$ cat config.mk
export PLATFORM = sky130hd
export DESIGN_NAME = fetch_stage
export DESIGN_NICKNAME = d
export VERILOG_FILES = /design/src/rtl/cpu_types_pkg.sv /design/src/rtl/fetch_stage_pc_target_mux.sv /design/src/rtl/fetch_stage.sv
export SDC_FILE = /design/constraint.sdc
export NUM_CORES = 1
export LEC_CHECK = 0
export ABC_AREA = 0
export CORE_MARGIN = 8
export CORE_UTILIZATION = 50
export CTS_BUF_LIST = sky130_fd_sc_hd__clkbuf_8
export DETAILED_ROUTE_END_ITERATION = 8
export HOLD_SLACK_MARGIN = 0.15
export PLACE_DENSITY_LB_ADDON = 0.05
export SYNTH_ARGS = -nofsm -noshare
export SYNTH_HDL_FRONTEND = slang
export SYNTH_SLANG_ARGS = --single-unit
$ cat constraint.sdc
create_clock -name CLK -period 2.5 [get_ports CLK]
set_input_delay 0.5 -clock CLK [delete_from_list [all_inputs] [get_ports CLK]]
set_output_delay 0.5 -clock CLK [all_outputs]
set_load 0.02 [all_outputs]
$ cat src/rtl/cpu_types_pkg.sv
// Shared CPU types: word type, PC-select encoding, fetch FSM states, IF/ID payload.
// Latency: n/a (types and helpers only).
// Backpressure: n/a.
package cpu_types_pkg;

  typedef logic [31:0] word_t;

  // Matches the control unit's jumpAddr encoding.
  typedef enum logic [1:0] {
    PCSEL_NPC = 2'b00,
    PCSEL_J   = 2'b01,
    PCSEL_JR  = 2'b10,
    PCSEL_BR  = 2'b11
  } pcsel_t;

  typedef enum logic {
    FETCH  = 1'b0,
    HALTED = 1'b1
  } fetch_state_t;

  // One fetched instruction together with its pc+4.
  typedef struct packed {
    word_t instr;
    word_t npc;
  } ifid_t;

  // j/jal target: upper nibble of the jump's own pc+4, index shifted to words.
  function automatic word_t jump_target(input logic [3:0] npc_hi, input logic [25:0] idx);
    return {npc_hi, idx, 2'b00};
  endfunction

endpackage

$ cat src/rtl/fetch_stage_pc_target_mux.sv
// Decides whether decode is redirecting fetch and to which address.
// Latency: purely combinational.
// Backpressure: a redirect is suppressed while stall_i is high; it is re-presented later.
// Ports: stall_i, pc_sel_i, branch_taken_i, immJ_i, npc_hi_i (ifid_npc[31:28]),
//        jr_target_i, br_target_i -> redirect_o, target_o.
module pc_target_mux
  import cpu_types_pkg::*;
(
  input  logic        stall_i,
  input  logic [1:0]  pc_sel_i,
  input  logic        branch_taken_i,
  input  logic [25:0] immJ_i,
  input  logic [3:0]  npc_hi_i,
  input  word_t       jr_target_i,
  input  word_t       br_target_i,
  output logic        redirect_o,
  output word_t       target_o
);

  always_comb begin
    redirect_o = 1'b0;
    target_o   = '0;
    case (pcsel_t'(pc_sel_i))
      PCSEL_J: begin
        redirect_o = !stall_i;
        target_o   = jump_target(npc_hi_i, immJ_i);
      end
      PCSEL_JR: begin
        redirect_o = !stall_i;
        target_o   = jr_target_i;
      end
      PCSEL_BR: begin
        // An untaken branch is just sequential fetch.
        redirect_o = !stall_i && branch_taken_i;
        target_o   = br_target_i;
      end
      default: begin
        redirect_o = 1'b0;
        target_o   = '0;
      end
    endcase
  end

endmodule

$ cat src/rtl/fetch_stage.sv
// Instruction fetch stage: owns the PC, drives imem requests, registers IF/ID.
// Latency: an instruction reaches IF/ID one edge after its ihit; 1 instr/cycle sustained.
// Backpressure: stall freezes IF/ID; one ihit during a stall parks in a hold buffer and REN drops.
// Ports: CLK/nRST; imem side ihit, iload, imemREN, imemaddr; decode side stall, pc_sel,
//        branch_taken, immJ, jr_target, br_target, halt; IF/ID outputs ifid_instr/npc/valid.
module fetch_stage
  import cpu_types_pkg::*;
#(
  parameter word_t PC_INIT = 32'h0000_0000
) (
  input  logic        CLK,
  input  logic        nRST,
  input  logic        ihit,
  input  word_t       iload,
  output logic        imemREN,
  output word_t       imemaddr,
  input  logic        stall,
  input  logic [1:0]  pc_sel,
  input  logic        branch_taken,
  input  logic [25:0] immJ,
  input  word_t       jr_target,
  input  word_t       br_target,
  input  logic        halt,
  output word_t       ifid_instr,
  output word_t       ifid_npc,
  output logic        ifid_valid
);

  fetch_state_t state_q;
  word_t        pc_q;
  ifid_t        ifid_q;
  logic         ifid_valid_q;
  ifid_t        hold_q;
  logic         hold_valid_q;
  logic         redir_pending_q;
  word_t        redir_pc_q;

  logic         redirect;
  word_t        target;
  word_t        pc_plus4;

  assign pc_plus4 = pc_q + 32'd4;  // wraps modulo 2^32

  pc_target_mux u_pc_target_mux (
    .stall_i        (stall),
    .pc_sel_i       (pc_sel),
    .branch_taken_i (branch_taken),
    .immJ_i         (immJ),
    .npc_hi_i       (ifid_q.npc[31:28]),
    .jr_target_i    (jr_target),
    .br_target_i    (br_target),
    .redirect_o     (redirect),
    .target_o       (target)
  );

  // A full hold buffer means an instruction is already waiting; stop requesting.
  assign imemREN    = (state_q == FETCH) && !hold_valid_q;
  assign imemaddr   = pc_q;
  assign ifid_instr = ifid_q.instr;
  assign ifid_npc   = ifid_q.npc;
  assign ifid_valid = ifid_valid_q;

  always_ff @(posedge CLK or negedge nRST) begin
    if (!nRST) begin
      state_q         <= FETCH;
      pc_q            <= PC_INIT;
      ifid_q          <= '0;
      ifid_valid_q    <= 1'b0;
      hold_q          <= '0;
      hold_valid_q    <= 1'b0;
      redir_pending_q <= 1'b0;
      redir_pc_q      <= '0;
    end else if (state_q == FETCH) begin
      if (halt && !stall) begin
        state_q         <= HALTED;
        ifid_valid_q    <= 1'b0;
        hold_valid_q    <= 1'b0;
        redir_pending_q <= 1'b0;
      end else if (redirect) begin
        ifid_valid_q <= 1'b0;
        hold_valid_q <= 1'b0;
        if (ihit) begin
          pc_q            <= target;
          redir_pending_q <= 1'b0;
        end else begin
          // Keep imemaddr stable until the cache answers the outstanding request.
          redir_pending_q <= 1'b1;
          redir_pc_q      <= target;
        end
      end else if (redir_pending_q && ihit) begin
        // Word belongs to the wrong-path address; drop it and jump.
        pc_q            <= redir_pc_q;
        redir_pending_q <= 1'b0;
        ifid_valid_q    <= 1'b0;
      end else if (stall) begin
        if (ihit && !hold_valid_q) begin
          hold_q       <= '{instr: iload, npc: pc_plus4};
          hold_valid_q <= 1'b1;
          pc_q         <= pc_plus4;
        end
      end else if (hold_valid_q) begin
        ifid_q       <= hold_q;
        ifid_valid_q <= 1'b1;
        hold_valid_q <= 1'b0;
      end else if (ihit) begin
        ifid_q       <= '{instr: iload, npc: pc_plus4};
        ifid_valid_q <= 1'b1;
        pc_q         <= pc_plus4;
      end else begin
        ifid_valid_q <= 1'b0;
      end
    end else begin
      // HALTED: only reset leaves this state.
      ifid_valid_q <= 1'b0;
    end
  end

endmodule

==> impl_metrics.json <==
{
  "cts_setup_buffers": 0,
  "postLayoutCellArea_mm2": 0.0135,
  "gp_congestion": 0.921,
  "min_period_ns": 2.41,
  "r2r_slack_ns": 0.29,
  "leakage_nw": 5.86,
  "dieArea_mm2": 0.0245,
  "synth_cell_type_count": 57,
  "start_util": 0.509,
  "p_per_area_mw_per_mm2": 443,
  "dieWidth_um": 156,
  "cp_slowest_cell": "clkdlybuf4s50_1",
  "placed_area_mm2": 0.0131,
  "cts_buffers": 17,
  "finalSetupViolations": 0,
  "ioPinCount": 228,
  "routed_wl_mm": 27.9,
  "grt_max_degree": 70,
  "status": "complete, no violations",
  "min_from": "redir_pc_q[19]",
  "ant_nets": 0,
  "netlist_instances": 970,
  "min_to": "redir_pc_q[19]",
  "worstSetupStartpointType": "input pin",
  "crit_chain": "clkdlybuf4s50_1 > inv_1 > ha_2 > or2_1 > or2_1 > or3_2 > buf_12 > o31ai_1",
  "finalCritPeriodShare": 0.965,
  "area_growth_pct": 37.2,
  "end_kind": "flip-flop",
  "die_h_um": 156,
  "rsz0062_at_grt": "no",
  "hold_depth": 2,
  "grt_pass1_wl_mm": 44.9,
  "slew-limit-headroom": 0.415,
  "synth_edf_count": 0,
  "root_buffer": "clkbuf_8",
  "ir_worst_vdd_v": 0.000315,
  "max-cap-violations": 0,
  "antenna_found_initial": 0,
  "vias": 8431,
  "cts_tree": "done",
  "tightest_slew_ns": 0.877,
  "syn-cell-area_mm2": 0.00987,
  "synthFlopType": "dfrtp_1",
  "worstSetupPathType": "input pin to flip-flop",
  "grt_pass1_vias": 8421,
  "worstReg2RegStart": "imemaddr[4]",
  "seq_area_frac_synth": 0.497,
  "dp_hpwl_mm": 21.2,
  "syn_nets": 1105,
  "timing.fmax_mhz": 414,
  "worstSkewPairLatency_ns": 0.46,
  "path_delay_family": "simple AND/OR/NAND/NOR gates",
  "critPathRequiredTime_ns": 2.87,
  "vias_per_cell": 5.53,
  "cpMostUsedCell": "or2_1",
  "path_max_fanout": 48,
  "critPathLaunch": "pc_sel[0]",
  "async_flop_share": 1.00,
  "max_stage_delay_ns": 0.51,
  "drtIter0Drc": 616,
  "synth_warnings": 0,
  "drive_above_1_share": 0.188,
  "clkTransAtPathRegs_ns": 0.10,
  "clkSinkCount": 196,
  "grt_use_total": 0.230,
  "worst_clock_skew_ns": 0.0184,
  "ys_ff_latch": 196,
  "firstDrtPassIters": 5,
  "fin_nets": 1381,
  "fin_tns_setup_ns": 0,
  "rows": 51,
  "critical_path_buf_inv_count": 3,
  "antenna_cells": 0,
  "hold_violations": 0,
  "grt_overflow": 0,
  "h-tree-depth": 4,
  "hold_class": "flip-flop to flip-flop",
  "r2r_end": "ifid_npc[17]",
  "cp_data_arrival_time_ns": 2.78,
  "clock_path_buffers": 2,
  "slew_violations": 0,
  "drc": 0,
  "synth.avg_cell_area_um2": 10.2,
  "wl_per_cell_um": 18.3,
  "core_area_mm2": 0.0194,
  "worst_r2r_path_depth": 5,
  "io_buffer_count": 227
}
==> kinds of logic (layout without fill, tap and decap cells) <==
logic type               after synthesis  after routing  share of synthesized area
AND/OR/NAND/NOR                      306            306                      0.143
buffers and inverters                 93            382                     0.0421
adder cells (fa/ha/maj)                5              5                    0.00634
multiplexers                          97             97                      0.104
AO/OA/AOI/OAI                        248            248                      0.185
flip-flops                           196            196                      0.497
XOR/XNOR                              25             25                     0.0222
==> flip-flops by register name, summed over array words and instances, names as in the netlist <==
| signal | flops |
|---|---|
| hold_q | 64 |
| ifid_instr | 32 |
| ifid_npc | 32 |
| imemaddr | 32 |
| redir_pc_q | 32 |
| hold_valid_q | 1 |
| ifid_valid | 1 |
| redir_pending_q | 1 |
| state_q | 1 |
==> metrics by stage <==
| step | utilization | setup WS [ns] | hold slack, ns | power, mW | std cells |
|---|---|---|---|---|---|
| 6_report | 0.698 | 0.0868 | 0.482 | 5.99 | 1524 |
| 5_1_grt | 0.698 | 0.0135 | 0.508 | 6.22 | 1524 |
| 4_1_cts | 0.697 | 0.104 | 0.488 | 6.04 | 1524 |
| 3_5_place_dp | 0.676 | -0.388 | 0.465 | 4.03 | 1491 |
| 3_3_place_gp | 0.676 | -0.331 | 0.454 | 4.03 | 1491 |
| 2_1_floorplan | - | 0.158 | 0.204 | 3.51 | 970 |
==> tightest hold or removal path: cells and delay by family (launching register included) <==
kind | cells | cell delay [ns]
DFF | 1 | 0.35
and+or+nand+nor | 1 | 0.06
AOI/OAI and AO/OA | 1 | 0.05
==> how the worst max path moves through the flow <==
stage / to / depth (start not counted) / slack [ns]
after floorplan: redir_pc_q[21] / 11 / 0.16
after detailed placement: redir_pc_q[0] / 8 / -0.39
final: redir_pc_q[0] / 8 / 0.09
after global placement: redir_pc_q[1] / 8 / -0.33
after global routing: redir_pc_q[0] / 8 / 0.01
after CTS: redir_pc_q[31] / 8 / 0.10
==> area by class of cell <==
cell class / instances / area, um^2
multi-input combinational: 681 / 4590
clock inverter: 14 / 143
fill: 1629 / 5860
inverter: 10 / 37.5
sequential: 196 / 4910
tap: 265 / 332
timing repair buffer: 340 / 3280
clock buffer: 18 / 248
==> cell usage after synthesis (all sizes together) (2+ instances only) <==
master / number / share of area
a222oi: 30 / 0.030
a22oi: 2 / 0.0015
buf: 31 / 0.018
nand4: 11 / 0.0076
xnor2: 23 / 0.020
dfrtp: 196 / 0.50
inv: 10 / 0.0038
a31oi: 3 / 0.0019
o2bb2ai: 15 / 0.013
a21o: 3 / 0.0023
xor2: 2 / 0.0018
clkbuf: 52 / 0.020
and2: 2 / 0.0013
ha: 5 / 0.0063
o22a: 2 / 0.0018
nor2b: 2 / 0.0013
mux2i: 50 / 0.051
nor2: 46 / 0.017
nand2: 151 / 0.057
and4: 6 / 0.0053
or4: 3 / 0.0027
o31ai: 33 / 0.039
or2: 3 / 0.0019
nand3: 34 / 0.018
a221o: 5 / 0.0051
o211ai: 16 / 0.013
mux2: 47 / 0.054
nand2b: 2 / 0.0013
nor4: 11 / 0.0091
o31a: 2 / 0.0018
and3: 7 / 0.0044
a211oi: 8 / 0.0061
a311oi: 3 / 0.0027
nor3: 26 / 0.014
o21ai: 98 / 0.050
a21oi: 23 / 0.012
==> layer usage <==
layer  track usage  routed length (um)
met1         0.316               12800
met2         0.357               12600
met3        0.0576                2090
met4        0.0600                 393
met5             0                   0
==> report_power, final <==
group          leakage, nW  total (mW)  switching, mW  internal, mW
combinational         2.96       0.765          0.352         0.413
clock                0.197        2.03           1.18         0.844
sequential            2.70        3.20         0.0134          3.19
total                 5.86        5.99           1.55          4.45
==> cells in the final DEF (no fill, tap or decap), drive strengths merged, types with 33 or more instances in the layout <==
cell type,n
o21ai,98
o31ai,33
mux2,47
buf,112
nand3,34
nor2,46
mux2i,50
dfrtp,196
clkdlybuf4s50,226
nand2,151
==> repair_timing <==
action / CTS / global route
hold buffers: 1 / 0
resized for setup: 0 / 3
endpoints found under the setup margin: 0 / 3
hold endpoints to repair: 63 / 0
No activity file was read; power rests on OpenSTA's default activity.
